$ cat src/rtl/imem_axi_ar_ctrl.sv
// imem_axi_ar_ctrl: AXI read-address sequencer and arbiter for the I-fetch line refill path.
// It accepts demand and prefetch line requests, with demand always taking priority.
// It issues one 8-beat INCR burst of 64-bit beats and tracks the R channel until rlast.
// It reports the fill source and the done, error and discard status of each burst.
// Optional build macro IMEM_AR_TIMEOUT_EN adds a 16-bit watchdog and a terminal HUNG state.
module imem_axi_ar_ctrl #(
  parameter int ADDR_W         = 64,
  parameter int TIMEOUT_CYCLES = 1024
) (
  input  logic              axi_clk,
  input  logic              axi_resetn,
  input  logic              dmd_req_i,
  input  logic [ADDR_W-1:0] dmd_addr_i,
  output logic              dmd_gnt_o,
  input  logic              pf_req_i,
  input  logic [ADDR_W-1:0] pf_addr_i,
  output logic              pf_gnt_o,
  input  logic              flush_i,
  output logic [ADDR_W-1:0] araddr_o,
  output logic [7:0]        arlen_o,
  output logic [2:0]        arsize_o,
  output logic [1:0]        arburst_o,
  output logic              arvalid_o,
  input  logic              arready_i,
  input  logic              rvalid_i,
  input  logic              rready_i,
  input  logic              rlast_i,
  input  logic [1:0]        rresp_i,
  output logic              busy_o,
  output logic              fill_src_o,
  output logic              fill_done_o,
  output logic              fill_err_o,
  output logic              fill_discard_o,
  output logic              exc_valid_o,
  output logic [4:0]        exc_code_o
);

  // The watchdog counter is 16 bits wide, so the limit must fit in it.
  if (TIMEOUT_CYCLES < 2 || TIMEOUT_CYCLES > 65536) begin : g_timeout_range
    $error("TIMEOUT_CYCLES must be within 2..65536");
  end

  localparam logic [ADDR_W-1:0] LINE_MASK = ~(ADDR_W'(63));

  typedef enum logic [2:0] {
    IDLE = 3'd0,
    ADDR = 3'd1,
    DATA = 3'd2,
    DONE = 3'd3,
    HUNG = 3'd4
  } state_t;

  state_t            state;
  state_t            state_nxt;
  logic              grant;
  logic              beat;
  logic              progress;
  logic [ADDR_W-1:0] sel_addr;
  logic              err_q;
  logic              disc_q;
  logic [3:0]        beat_cnt;

  // Grants are combinational and only offered in IDLE; a flush suppresses both grants.
  assign dmd_gnt_o = (state == IDLE) & dmd_req_i & ~flush_i;
  assign pf_gnt_o  = (state == IDLE) & pf_req_i & ~dmd_req_i & ~flush_i;
  assign grant     = dmd_gnt_o | pf_gnt_o;
  assign sel_addr  = dmd_gnt_o ? dmd_addr_i : pf_addr_i;

  // Beats seen before the AR handshake (i.e. outside DATA) are ignored.
  assign beat     = (state == DATA) & rvalid_i & rready_i;
  assign progress = ((state == ADDR) & arready_i) | beat;

`ifdef IMEM_AR_TIMEOUT_EN
  logic [15:0] wd_cnt;
  logic        wd_expire;

  assign wd_expire = ((state == ADDR) | (state == DATA)) & ~progress &
                     (wd_cnt == 16'(TIMEOUT_CYCLES - 1));

  // Watchdog counts stalled ADDR/DATA cycles; any grant, AR handshake or beat restarts it.
  always_ff @(posedge axi_clk or negedge axi_resetn) begin
    if (!axi_resetn) begin
      wd_cnt <= '0;
    end else if (grant || progress) begin
      wd_cnt <= '0;
    end else if (state == ADDR || state == DATA) begin
      wd_cnt <= wd_cnt + 16'd1;
    end
  end

  assign exc_valid_o = (state == HUNG);
`else
  assign exc_valid_o = 1'b0;
`endif

  // State register.
  always_ff @(posedge axi_clk or negedge axi_resetn) begin
    if (!axi_resetn) begin
      state <= IDLE;
    end else begin
      state <= state_nxt;
    end
  end

  // Next-state logic: one burst in flight; AR is never retracted, even on flush.
  always_comb begin
    state_nxt = state;
    case (state)
      IDLE: if (grant) state_nxt = ADDR;
      ADDR: if (arready_i) state_nxt = DATA;
      DATA: if (beat && rlast_i) state_nxt = DONE;
      DONE: state_nxt = IDLE;
      default: state_nxt = state;
    endcase
`ifdef IMEM_AR_TIMEOUT_EN
    if (wd_expire) state_nxt = HUNG;
`endif
  end

  // Burst context: the address and source are latched on grant; error and discard
  // status accumulate until the next grant.
  always_ff @(posedge axi_clk or negedge axi_resetn) begin
    if (!axi_resetn) begin
      araddr_o   <= '0;
      fill_src_o <= 1'b0;
      err_q      <= 1'b0;
      disc_q     <= 1'b0;
      beat_cnt   <= '0;
    end else if (grant) begin
      araddr_o   <= sel_addr & LINE_MASK;
      fill_src_o <= pf_gnt_o;
      err_q      <= 1'b0;
      disc_q     <= 1'b0;
      beat_cnt   <= '0;
    end else begin
      if (flush_i && (state == ADDR || state == DATA || state == DONE)) disc_q <= 1'b1;
      if (beat) begin
        beat_cnt <= beat_cnt + 4'd1;
        if (rresp_i != 2'b00) err_q <= 1'b1;
        // rlast must arrive on exactly the 8th beat; an 8th or later beat without rlast is an overrun.
        if (rlast_i && beat_cnt != 4'd7) err_q <= 1'b1;
        if (!rlast_i && beat_cnt >= 4'd7) err_q <= 1'b1;
      end
    end
  end

  assign arlen_o        = 8'd7;
  assign arsize_o       = 3'b011;
  assign arburst_o      = 2'b01;
  assign exc_code_o     = 5'b00001;
  assign arvalid_o      = (state == ADDR);
  assign busy_o         = (state != IDLE);
  assign fill_done_o    = (state == DONE);
  assign fill_err_o     = fill_done_o & err_q;
  assign fill_discard_o = fill_done_o & disc_q;

endmodule
$ cat config.mk
export PLATFORM = sky130hd
export DESIGN_NAME = imem_axi_ar_ctrl
export DESIGN_NICKNAME = d
export VERILOG_FILES = /design/src/rtl/imem_axi_ar_ctrl.sv
export SDC_FILE = /design/constraint.sdc
export NUM_CORES = 1
export LEC_CHECK = 0
export ABC_AREA = 1
export CORE_AREA = 2 2 90 92
export CTS_BUF_LIST = sky130_fd_sc_hd__clkbuf_8
export DETAILED_ROUTE_END_ITERATION = 6
export DIE_AREA = 0 0 92 94
export DONT_BUFFER_PORTS = 1
export SLEW_MARGIN = 10
export SYNTH_ARGS = -nofsm -noshare
export SYNTH_HDL_FRONTEND = slang
export SYNTH_SLANG_ARGS = --single-unit
$ cat constraint.sdc
create_clock -name axi_clk -period 5.4 [get_ports axi_clk]
set_clock_uncertainty 0.1 [all_clocks]
set_input_delay 1.62 -clock axi_clk [delete_from_list [all_inputs] [get_ports axi_clk]]
set_output_delay 1.62 -clock axi_clk [all_outputs]
set_load 0.02 [all_outputs]
# ---- After elaboration in Yosys (flattened, before gate mapping)
# Cells that the tools add are included.
dict set report totals {
  ff_bits 68
  input_bits 139
  out_inout_bits 91
  elab_cells 57
}
dict set report op_classes {
  n_addsub 1
  n_lt_le_gt_ge 1
  n_eq_ne 7
  muxes 14
  n_bitwise 12
  n_reduce_logical 16
}
# cell count
set op_table {}
lappend op_table {{$mux 64} 1}
lappend op_table {{$pmux 3 s4} 1}
lappend op_table {{$and 1x1->1} 9}
lappend op_table {{$mux 3} 3}
lappend op_table {{$mux 4} 2}
lappend op_table {{$reduce_bool 4->1} 2}
lappend op_table {{$mux 1} 7}
lappend op_table {{$eq 3x2->1 const B} 2}
lappend op_table {{$reduce_bool 2->1} 3}
lappend op_table {{$add 4x1->4 const B} 1}
lappend op_table {{$ge 4x3->1 const B} 1}
lappend op_table {{$logic_and 1x1->1} 4}
lappend op_table {{$ne 2x1->1 const B} 2}
lappend op_table {{$ne 4x3->1 const B} 1}
lappend op_table {{$reduce_and 4->1} 1}
lappend op_table {{$eq 3x1->1 const B} 1}
lappend op_table {{$logic_not 3->1} 1}
lappend op_table {{$reduce_bool 3->1} 1}
lappend op_table {{$logic_or 1x1->1} 2}
lappend op_table {{$ne 2x2->1 const B} 1}
lappend op_table {{$not 1->1} 2}
lappend op_table {{$reduce_and 2->1} 1}
lappend op_table {{$logic_not 1->1} 1}
lappend op_table {{$or 1x1->1} 1}

# ---- Depth between registers and ports, before layout
# Gate-level depths: netlist (run 1).
dict set report depth {
  ltp_word 7
  depth_mapped 9
  mapped_depth_nobuf 8
}

# ---- Worst setup path before layout (run 1)
# Ideal clock, no wire load.
dict set report synth_timing {
  path_type {input -> output}
  from {input flush_i}
  to {output dmd_gnt_o}
  t_arrival_ns 2.118
  t_required_ns 3.680
  setup_slack_ns 1.562
  stages 4
  n_path_buf 1
  cell_sequence {inv_1 -> nand3_2 -> inv_2 -> buf_2}
}
dict set report synth_via {
  elab_chain_cells 2
}
# item line_no
set synth_lines {}
lappend synth_lines {{start, declared} 18} ;# input logic flush_i,
lappend synth_lines {{$not 1->1} 64} ;# assign dmd_gnt_o = (state == IDLE) & dmd_req_i & ~flush_i;
lappend synth_lines {{$and 1x1->1} 64}
lappend synth_lines {{end, declared} 14} ;# output logic dmd_gnt_o,
# Every way passes these cells.

# ---- Worst setup path in the final report (run 1)
dict set report layout_timing {
  from {input flush_i}
  to {output pf_gnt_o}
}
dict set report layout_via {
  elab_chain_cells 2
}
# item line_no
set layout_lines {}
lappend layout_lines {{$not 1->1} 65} ;# assign pf_gnt_o = (state == IDLE) & pf_req_i & ~dmd_req_i & ~flush_i;
lappend layout_lines {{$and 1x1->1} 65}
lappend layout_lines {{end, declared} 17} ;# output logic pf_gnt_o,
# Every way passes these cells.

==> results of run 1 <==
area by class of cell:
type                       count  share of cell area (%)
tap                          102                    3.62
timing repair buffer           3                   0.639
clock inverter                 4                    1.42
multi-input combinational    309                    40.8
inverter                      15                    1.60
clock buffer                  11                    4.30
sequential                    67                    47.6
layer usage:
layer	wire length [um]	track usage, %	part of all wire (%)
met1	3250	21.8	39
met2	4110	30.4	50
met3	818	5.54	9.9
met4	86	8.46	1.0
met5	0	0	0
cells by family after synthesis:
logic type,share of synthesized area [%]
flops,49.2
other cells,0.221
compound gates,19.9
simple gates,17.6
buf+inv,11.3
fa+ha+maj,1.84
placed cells by master, fill, tap and decap left out:
cell type and n:
a21oi_1 112, nand2_1 73, nor2_1 67, dfrtp_1 67
conb_1 25, inv_1 12, clkbuf_8 11, a21oi_2 10
nand3_1 5, ha_1 5, o21ai_0 4, inv_2 3
nand4_1 3, buf_4 3, clkinvlp_4 2, nand3_2 1
o21ai_4 1, nand3b_1 1, nor4_1 1, nor3_1 1
bufinv_16 1, clkinv_2 1
sequential cells by signal (all words and copies together) (netlist names):
signal and cells:
araddr_o 58, beat_cnt 4, disc_q 1, err_q 1, fill_src_o 1, state 2
path summary, 6_finish.rpt:
path,endpoint,depth (start not counted)
max,pf_gnt_o,3
min,err_q$_DFFE_PN0P_,2
max reg2reg,araddr_o[16]$_DFFE_PN0N_,8
min reg2reg,err_q$_DFFE_PN0P_,2
max in group asynchronous,araddr_o[16]$_DFFE_PN0N_,0
min in group asynchronous,araddr_o[48]$_DFFE_PN0N_,0
report_power, final:
part / switching (mW) / internal, mW / leakage (nW)
combinational: 0.394 / 0.214 / 0.830
clock: 0.187 / 0.235 / 0.0974
sequential: 0.452 / 0.740 / 0.756
critical path, stage by stage:
cell     delay [ns]
inv_1          0.07
nand3_1        0.10
nor2_1         0.33
==> summary.md, run 1 <==
For this design, the CTS-stage hold fixing added 0 buffers. The cell area that synthesis handed to floorplanning was 3410 um2. Registers take 1680 um2. The setup TNS was 0 ns; the area taken by multi-input logic gates was 1440 um2. The total routing usage reported by global routing was 18.3%. The logs give 0 for the number of inserted diodes and 0 for the total of max-cap violations.

The tools report the final hold violation count as 0. The total of flip-flops plus latches after synthesis is 67, and the critical path data arrival time is 2.12 ns. Critical hold path startpoint: err_q$_DFFE_PN0P_. For this run, the leading register cell type out of synthesis is dfrtp_1. Once layout is done, the placed cells without fillers occupy 3520 um2.

The finished layout holds 511 standard cells, fillers aside. The average wire length per cell after detail routing came out at 16.2 um. The run gives 3 as the maximum level of the CTS H-tree. The most frequently used cell type in the post-synthesis netlist was a21oi_1. The period utilization is 71.2%, and the minimum setup slack after placement is 1.56 ns. STA classifies the critical path endpoint as an output port. The critical path starts at flush_i.

In the routed layout, each cell is associated on average with a via count of 5.32. In this run, CTS created clock tree buffers numbering 9. Cell leakage power: 1.68 nW. Type of the worst setup path: input port to output port. No sink is reached through more buffers than the 2 on the longest clock path. The post-route worst setup slack is 1.56 ns. The commonest cells after synthesis are a21oi_1 (112), nand2_1 (73), dfrtp_1 (67), nor2_1 (67), buf_4 (31). The net count of the finished layout is 549.

At the end of the flow the core is filled with cells to 46.3%. The number of global-route vias before repair is 2,481. The run gives 0.781 as the placer congestion estimate.

Post-detailed-route DRC marker count: 0. Counting every sink on the clock net gives 67. For the pin with the worst max-slew slack, the measured transition is 1.08 ns. Detailed placement finished with a half-perimeter wire length of 5.46 mm. For the number of DRC markers after the initial detailed-route iteration, the log shows 110. The initial antenna violation count is 0.

The mean instance size in the synthesized netlist works out to 8.17 um2. The logs give 0.424 ns for the final hold slack and 2.22 mW for the total power. The share of flip-flops with an asynchronous set or reset after synthesis was 100%. The run gives 7610 um2 as the area of the core region. The logs give 0.33 ns for the clock insertion delay at the later pin of the skew report and 0 for the final antenna-violating net count. During synthesis, Yosys emitted a total of 0 warnings. The routed design could run at a clock period as short as 3.84 ns.

The die outline height works out to 94 um. dfrtp_1 takes more of the synthesized area than any other cell. Setup violations remaining at the end of the flow were counted as 0.

The tools report the fraction of the yosys area taken by sequential cells as 49.2%. The first global-routing pass estimated 12.4 mm of wire. Counting flops with a built-in enable in the synthesized netlist gives 0.

The highest achievable clock rate was 260 MHz. For the effective utilization at floorplan, the log shows 44.8%. The fill cell total of the finished layout was 747; the peak fanout along the critical path was 3.

For the maximum number of pins on one net before global-route repair, the log shows 68. After clock tree synthesis, the repair step resized 0 gates. Setup repair after global routing left no endpoint under its margin. TritonCTS built the clock tree. 230 I/O pins were placed. After synthesis, the cell types taking the most area are dfrtp_1 (49%), a21oi_1 (16%), nand2_1 (8.0%).

The via total after detailed routing was 2,716. Clock tree root buffer cell: clkbuf_8. The number of port buffers is 0. Data required time at the worst endpoint: 3.68 ns. The run gives 3.01 ns as the register-to-register setup slack. The number of placed instances with taps included was 496; the layout overhead on the synthesized area was 3.45%.

After clock tree synthesis, the clock-pin slew on the worst setup and hold paths is 0.07 ns. After floorplanning, the core was divided into 32 placement rows. After detailed placement, the total cell area comes to 3320 um2. The width of the chip is 92 um. The min-delay analysis places its worst path in the category flip-flop to flip-flop. The startpoint type of the worst setup path was an input port. The tools report the total global routing overflow as 0. The count of unique library cells instantiated by Yosys came out at 21. The die covers 8650 um2. The run gives 0 as the count of final max-slew check failures.

Buffers added to address setup during post-CTS repair amount to 0. In the synthesized netlist, the number of instances is 417. In this run the power density over the cells is 631 nW/um2. The first TritonRoute pass finished after 4 iterations. VDD sags by at most 261 uV.

Measured against its own limit, the worst slew margin works out to 28.3%. The share of layout cells above drive strength 1 is 8.07%. The run finished with clean final reports. The wire length after detailed routing is 8.27 mm.

Portion of synthesized cell area occupied by the leading cell type: 49.2%. The worst register-to-register path begins at state[0]$_DFFE_PN0P_.
No activity file was read; power rests on OpenSTA's default activity.
==> run 2, diff against run 1 <==
--- a/config.mk
+++ b/config.mk
@@ -6,10 +6,10 @@
 export NUM_CORES = 1
 export LEC_CHECK = 0
 export ABC_AREA = 1
-export CORE_AREA = 2 2 90 92
+export CORE_AREA = 2 2 89 91
 export CTS_BUF_LIST = sky130_fd_sc_hd__clkbuf_8
 export DETAILED_ROUTE_END_ITERATION = 6
-export DIE_AREA = 0 0 92 94
+export DIE_AREA = 0 0 91 93
 export DONT_BUFFER_PORTS = 1
 export SLEW_MARGIN = 10
 export SYNTH_ARGS = -nofsm -noshare
==> constraint.sdc (replaced) <==
create_clock -name axi_clk -period 3.22 [get_ports axi_clk]
set_clock_uncertainty 0.1 [all_clocks]
set_input_delay 0.966 -clock axi_clk [delete_from_list [all_inputs] [get_ports axi_clk]]
set_output_delay 0.966 -clock axi_clk [all_outputs]
set_load 0.02 [all_outputs]
==> run 2 against run 1 <==
  * Worst hold slack got worse by 0.20 ns
  * Count of clock-buffer cells in the layout up 1
  * First-iteration DRC count is 54% higher
  * Global-route usage increased by 0.72 points
  * Largest power group unchanged
  * Wire length down 0.70%
  * Via count rose by 0.81%
  * Highest routed layer unchanged
==> summary.md, run 2 (same netlist as run 1, synthesis figures left out) <==
The flow ran to the end, and the final reports show no timing, DRC or antenna violations. The tools report the total power as 3.66 mW (was 2.22 mW). The tools report the area of the core region as 7530 um2 (was 7610 um2). For the number of hold-repair buffers added at the cts stage, the log shows 0 (unchanged). The post-route worst setup slack is 0.555 ns (was 1.56 ns). Startpoint type of the worst setup path: a flip-flop (was an input port). The initial antenna violation count came out at 0 (unchanged).

The total of max-cap violations is 0 (unchanged), and the width of the chip is 91 um (was 92 um). The post-detailed-route via-to-cell ratio was 5.35 (was 5.32). The die outline height came out at 93 um (was 94 um).

For the number of cells in the finished layout apart from fillers, the log shows 512 (was 511). The final hold slack is 0.226 ns (was 0.424 ns), and the area enclosed by the die boundary is 8460 um2 (was 8650 um2). The number of gates resized after CTS is 0 (unchanged), and the clock insertion delay at the later pin of the skew report is 0.32 ns (was 0.33 ns). The routing usage on met3 was 4.27% (was 5.54%); the total routing usage reported by global routing was 19.0% (was 18.3%). The run gives 0.674 ns (was 1.56 ns) as the minimum setup slack after placement. The run gives 31.6% (was 30.4%) as the met2 layer usage reported by global route. Effective utilization at floorplan: 45.2% (was 44.8%). The critical path data arrival time was 1.60 ns (was 2.12 ns).

The slowest stage cell on the critical path is dfrtp_1 (was nor2_1). Source of the worst register-to-register timing path: state[0]$_DFFE_PN0P_ (unchanged). Count of final max-slew check failures: 0 (unchanged).

The busiest metal layer after global routing was met2 (unchanged). The run gives 32 (unchanged) as the number of standard-cell rows in the floorplan. Number of nets in the layout: 550 (was 549). The clock tree root buffer cell is clkbuf_8 (unchanged). The average wire length per cell after detail routing was 16.0 um (was 16.2 um). Most frequent cells in the layout: a21oi_1 (112), nand2_1 (73), nor2_1 (67), dfrtp_1 (67), conb_1 (25) (unchanged).

The biggest cell delay along the critical path is 0.42 ns (was 0.33 ns). The run gives 2 (unchanged) as the maximum clock path buffer count. Data required time at the worst endpoint: 2.15 ns (was 3.68 ns). The register area was 1680 um2 (unchanged).

Setup TNS: 0 ns (unchanged). The tools report the fill cell total of the finished layout as 781 (was 747). Regs by FF count: araddr_o: 58 flops, beat_cnt: 4 flops, state: 2 flops (unchanged).

The number of global-route vias before repair is 2,581 (was 2,481). Detailed-routing iteration count for the pre-antenna-repair pass: 4 (unchanged). Register-to-register setup slack: 0.96 ns (was 3.01 ns). The final hold violation count is 0 (unchanged). The tools report the number of buffers added for setup after CTS as 0 (unchanged). Type of the worst min-delay path: input port to asynchronous set/reset pin (was flip-flop to flip-flop). The number of placed I/O pins was 230 (unchanged).

The run gives 0 (unchanged) as the number of inserted diodes. The cell leakage power is 1.69 nW (was 1.68 nW), and the total global routing overflow is 0 (unchanged). Dividing the final minimum period by the clock period gives 82.8%.

The post-detailed-route DRC marker count was 0 (unchanged). The final antenna-violating net count is 0 (unchanged). The maximum level of the CTS H-tree is 3 (unchanged).

The number of clock sinks seen by CTS was 67 (unchanged). The peak fanout along the critical path was 5 (was 3); the worst vdd rail ir drop was 404 uV (was 261 uV). The number of placed instances with taps included was 497 (was 496); the layout overhead on the synthesized area was 3.38% (was 3.45%).

The share of layout cells above drive strength 1 works out to 8.05% (was 8.07%). The number of clock buffers inserted by TritonCTS is 9 (unchanged). The first-pass GRT wire length was 12.8 mm (was 12.4 mm). The type of destination of the critical path was an output port (unchanged). The power per unit of standard cell area is 1040 nW/um2 (was 631 nW/um2).

The detailed placement HPWL is 5.62 mm (was 5.46 mm). Worst setup path startpoint: state[0]$_DFFE_PN0P_ (was flush_i). For the via total after detailed routing, the log shows 2,738 (was 2,716). The placer congestion estimate is 0.745 (was 0.781). The run gives 1440 um2 (unchanged) as the area taken by multi-input logic gates. Cell count of the worst reg-to-reg path: 9 (was 8). The clock transition time at the flip-flop clock pins of the worst setup and hold paths came out at 0.07 ns (about the same).

The wire length after detailed routing is 8.21 mm (was 8.27 mm). The largest register by flop count was araddr_o (unchanged). The met1 usage in global routing is 24.1% (was 21.8%), and the transition time at the pin with the least slew margin is 0.710 ns (was 1.08 ns). The number of DRC markers after the initial detailed-route iteration came out at 169 (was 110).

TritonCTS built the clock tree. The final critical delay including setup and external delays was 2.66 ns. The count of final setup violators was 0 (unchanged). Type of the worst setup path: flip-flop to output port (was input port to output port). The tools report the maximum number of pins on one net before global-route repair as 68 (unchanged). The number of port buffers came out at 0 (unchanged).

Number of flip-flops under the largest register name: 58 (unchanged). Cell breakdown of the critical path: inv_1 > ha_1 > nand3_1 > nor2_1 (was inv_1 > nand3_1 > nor2_1). Setup repair after global routing left no endpoint under its margin. The highest achievable clock rate is 375 MHz.

The endpoint of the worst-slack reg-to-reg timing path is araddr_o[38]$_DFFE_PN0N_ (was araddr_o[16]$_DFFE_PN0N_). Most common library cell in the layout ignoring fill and taps: a21oi_1 (unchanged). For the relative slew slack, the log shows 52.7% (was 28.3%).
==> run 2: report_power, final <==
group | switching (mW) | internal [mW] | leakage (nW)
Combinational | 0.664 | 0.370 | 0.839
Clock | 0.287 | 0.333 | 0.0994
Sequential | 0.760 | 1.24 | 0.756
==> run 2: area by class of cell <==
type | instances | area share (%)
Sequential cell | 67 | 47.6
Multi-Input combinational cell | 309 | 40.9
Clock buffer | 12 | 4.69
Tap cell | 102 | 3.62
Inverter | 15 | 1.60
Timing Repair Buffer | 4 | 1.21
Clock inverter | 3 | 0.391
==> run 2: layer usage <==
layer	vias to the layer above	part of all wire, %
met5	-	0
met4	0	1.5
met3	12	7.7
met2	141	50
met1	1294	41
li1	1291	-
==> run 2: worst max path at each step <==
stage | endpoint | slack (ns) | depth (start not counted)
floorplan | dmd_gnt_o | 0.69 | 4
CTS | pf_gnt_o | 0.53 | 4
detailed placement | pf_gnt_o | 0.67 | 3
global placement | pf_gnt_o | 0.70 | 3
finish | pf_gnt_o | 0.56 | 4
global route | pf_gnt_o | 0.47 | 4
==> run 2: per-stage QoR <==
stage	cell area (um2)	utilization, %
6_report	3520	46.8
5_1_grt	3520	46.8
4_1_cts	3520	46.8
3_5_place_dp	3340	44.4
3_3_place_gp	3340	44.4
2_1_floorplan	3490	-
==> run 2: critical path: cells and delay by family, from the launching register on <==
kind,cells,cell delay (ns)
and+or+nand+nor,2,0.49
buffers and inverters,1,0.10
DFF,1,0.42
adders and majority gates,1,0.27
==> run 3, diff against run 2 <==
==> constraint.sdc (replaced) <==
create_clock -name axi_clk -period 2.2 [get_ports axi_clk]
set_clock_uncertainty 0.1 [all_clocks]
set_input_delay 0.66 -clock axi_clk [delete_from_list [all_inputs] [get_ports axi_clk]]
set_output_delay 0.66 -clock axi_clk [all_outputs]
set_load 0.02 [all_outputs]
==> run 3 against run 2 <==
  * Largest power group unchanged
  * Wire length grew 2.3%
  * Die area stayed put
  * The flow now finishes with violations (negative hold slack)
  * Worst hold slack worse by 0.31 ns
  * Largest cell class unchanged
  * Sequential share of layout area shrank 0.91 points
  * Highest routed layer unchanged
==> summary.md, run 3 (same netlist as run 1, synthesis figures left out) <==
The startpoint type of the worst setup path is a flip-flop (unchanged). The total routing usage reported by global routing was 19.3% (was 19.0%). Regs by FF count: araddr_o: 58 flops, beat_cnt: 4 flops, state: 2 flops (unchanged).

The number of clock sinks seen by CTS is 67 (unchanged). The run gives -0.0893 ns (was 0.226 ns) as the final hold slack. The number of flip-flops under the largest register name is 58 (unchanged). The final antenna-violating net count was 0 (unchanged); the maximum number of pins on one net before global-route repair was 68 (unchanged). The run gives 0 (unchanged) as the count of final setup violators. The peak fanout along the critical path was 5 (unchanged); the post-detailed-route DRC marker count was 0 (unchanged). The type of the worst setup path is flip-flop to output port (unchanged). The post-detailed-route via-to-cell ratio was 5.38 (was 5.35). The logs give 8460 um2 (unchanged) for the area enclosed by the die boundary and 7530 um2 (unchanged) for the area of the core region. The tools report the number of cells in the finished layout apart from fillers as 516 (was 512). The critical path data arrival time came out at 1.35 ns (was 1.60 ns).

The type of the worst min-delay path is input port to asynchronous set/reset pin (unchanged). Most common library cell in the layout ignoring fill and taps: a21oi_1 (unchanged). The logs give 610 uV (was 404 uV) for the worst vdd rail ir drop and 474 MHz for the highest achievable clock rate.

The power per unit of standard cell area came out at 1500 nW/um2 (was 1040 nW/um2). TritonCTS built the clock tree. The logs give 0.719 (was 0.745) for the placer congestion estimate and 1.44 ns (was 2.15 ns) for the data required time at the worst endpoint. The number of buffers added for setup after CTS was 0 (unchanged). Setup repair after global routing left no endpoint under its margin. The final critical path takes up 95.9% of the cycle.

The total global routing overflow was 0 (unchanged). The tools report the number of nets in the layout as 554 (was 550). The run gives 0.0905 ns (was 0.555 ns) as the post-route worst setup slack.

Subtracting the final worst setup slack from the clock period gives 2.11 ns. The number of DRC markers after the initial detailed-route iteration was 140 (was 169); the cell count of the worst reg-to-reg path was 7 (was 9). The logs give 0 (unchanged) for the count of final max-slew check failures and 4 (unchanged) for the detailed-routing iteration count for the pre-antenna-repair pass.

The final hold violation count was 67 (was 0). The register-to-register setup slack was 0.37 ns (was 0.96 ns); the effective utilization at floorplan was 45.2% (unchanged). The maximum level of the CTS H-tree came out at 3 (unchanged). The clock tree root buffer cell is clkbuf_8 (unchanged). The width of the chip is 91 um (unchanged), and the initial antenna violation count is 0 (unchanged). For the minimum setup slack after placement, the log shows 0.217 ns (was 0.674 ns). The maximum clock path buffer count came out at 2 (unchanged). The fill cell total of the finished layout was 763 (was 781). The type of destination of the critical path was an output port (unchanged). The final standard cell utilization of the core was 47.7% (was 46.8%); the clock transition time at the flip-flop clock pins of the worst setup and hold paths was 0.07 ns (about the same).

Wire length after detailed routing: 8.40 mm (was 8.21 mm). For the post-route cell area, the log shows 3590 um2 (was 3520 um2). The cell leakage power is 1.72 nW (was 1.69 nW). The run gives 2,775 (was 2,738) as the via total after detailed routing.

The flow ran to the end, but the final reports show violations. The first-pass GRT wire length is 13.1 mm (was 12.8 mm), and the detailed placement HPWL is 5.88 mm (was 5.62 mm). The logs give 0 ns (unchanged) for the setup TNS and 32 (unchanged) for the number of standard-cell rows in the floorplan.

The number of placed instances with taps included was 501 (was 497); the number of inserted diodes was 0 (unchanged). For the clock insertion delay at the later pin of the skew report, the log shows 0.34 ns (was 0.32 ns). The layout overhead on the synthesized area is 5.40% (was 3.38%).

The die outline height is 93 um (unchanged), and the number of placed I/O pins is 230 (unchanged). The cell area after placement came out at 3400 um2 (was 3340 um2). The tools report the number of global-route vias before repair as 2,765 (was 2,581). The checks that failed: negative hold slack. The share of layout cells above drive strength 1 works out to 9.66% (was 8.05%). The largest register by flop count is araddr_o (unchanged). Total power: 5.38 mW (was 3.66 mW).

The number of port buffers works out to 0 (unchanged). Most frequent cells in the layout: a21oi_1 (112), nand2_1 (73), dfrtp_1 (67) (was a21oi_1 (112), nand2_1 (73), nor2_1 (67), dfrtp_1 (67), conb_1 (25)). Number of clock buffers inserted by TritonCTS: 9 (unchanged). The total of max-cap violations is 0 (unchanged). The average wire length per cell after detail routing was 16.3 um (was 16.0 um).
run 3: final cells by class:
cell class              count  area (um2)  area share (%)
flip-flops and latches     67        1680            46.7
repair buffers              8        97.6            2.72
multi-input cells         309        1470            40.9
clock inverters             5        22.5           0.627
clock buffers              10         138            3.83
well taps                 102         128            3.56
inverters                  15        61.3            1.71
run 3: worst paths after layout:
check / startpoint / endpoint
setup / recovery: state[0]$_DFFE_PN0P_ / pf_gnt_o
hold / removal: axi_resetn / araddr_o[49]$_DFFE_PN0N_
setup reg to reg: state[0]$_DFFE_PN0P_ / araddr_o[63]$_DFFE_PN0N_
hold reg to reg: disc_q$_DFFE_PN0P_ / disc_q$_DFFE_PN0P_
max in group asynchronous: axi_resetn / araddr_o[33]$_DFFE_PN0N_
min in group axi_clk: dmd_req_i / fill_src_o$_DFFE_PN0N_
run 3: layer usage:
metal | global-route usage, % | routed length (um)
met1 | 23.0 | 3390
met5 | 0 | 0
met4 | 7.58 | 143
met2 | 33.0 | 4220
met3 | 5.80 | 640
run 3: worst max-delay path, stage by stage (launching register included):
cell and delay [ns]:
dfrtp_1 0.41, inv_1 0.13, ha_4 0.18, nand3_2 0.12
nor2_4 0.16
run 3: power by group:
part	internal [mW]	leakage (nW)	switching, mW
Clock	0.419	0.0943	0.438
Sequential	1.82	0.756	1.10
Combinational	0.603	0.865	1.00
run 3: repair_timing:
action,4_1_cts,5_1_grt
hold endpoints to repair,67,67
endpoints found under the setup margin,2,4
resized for setup,5,3
pin swaps,1,1
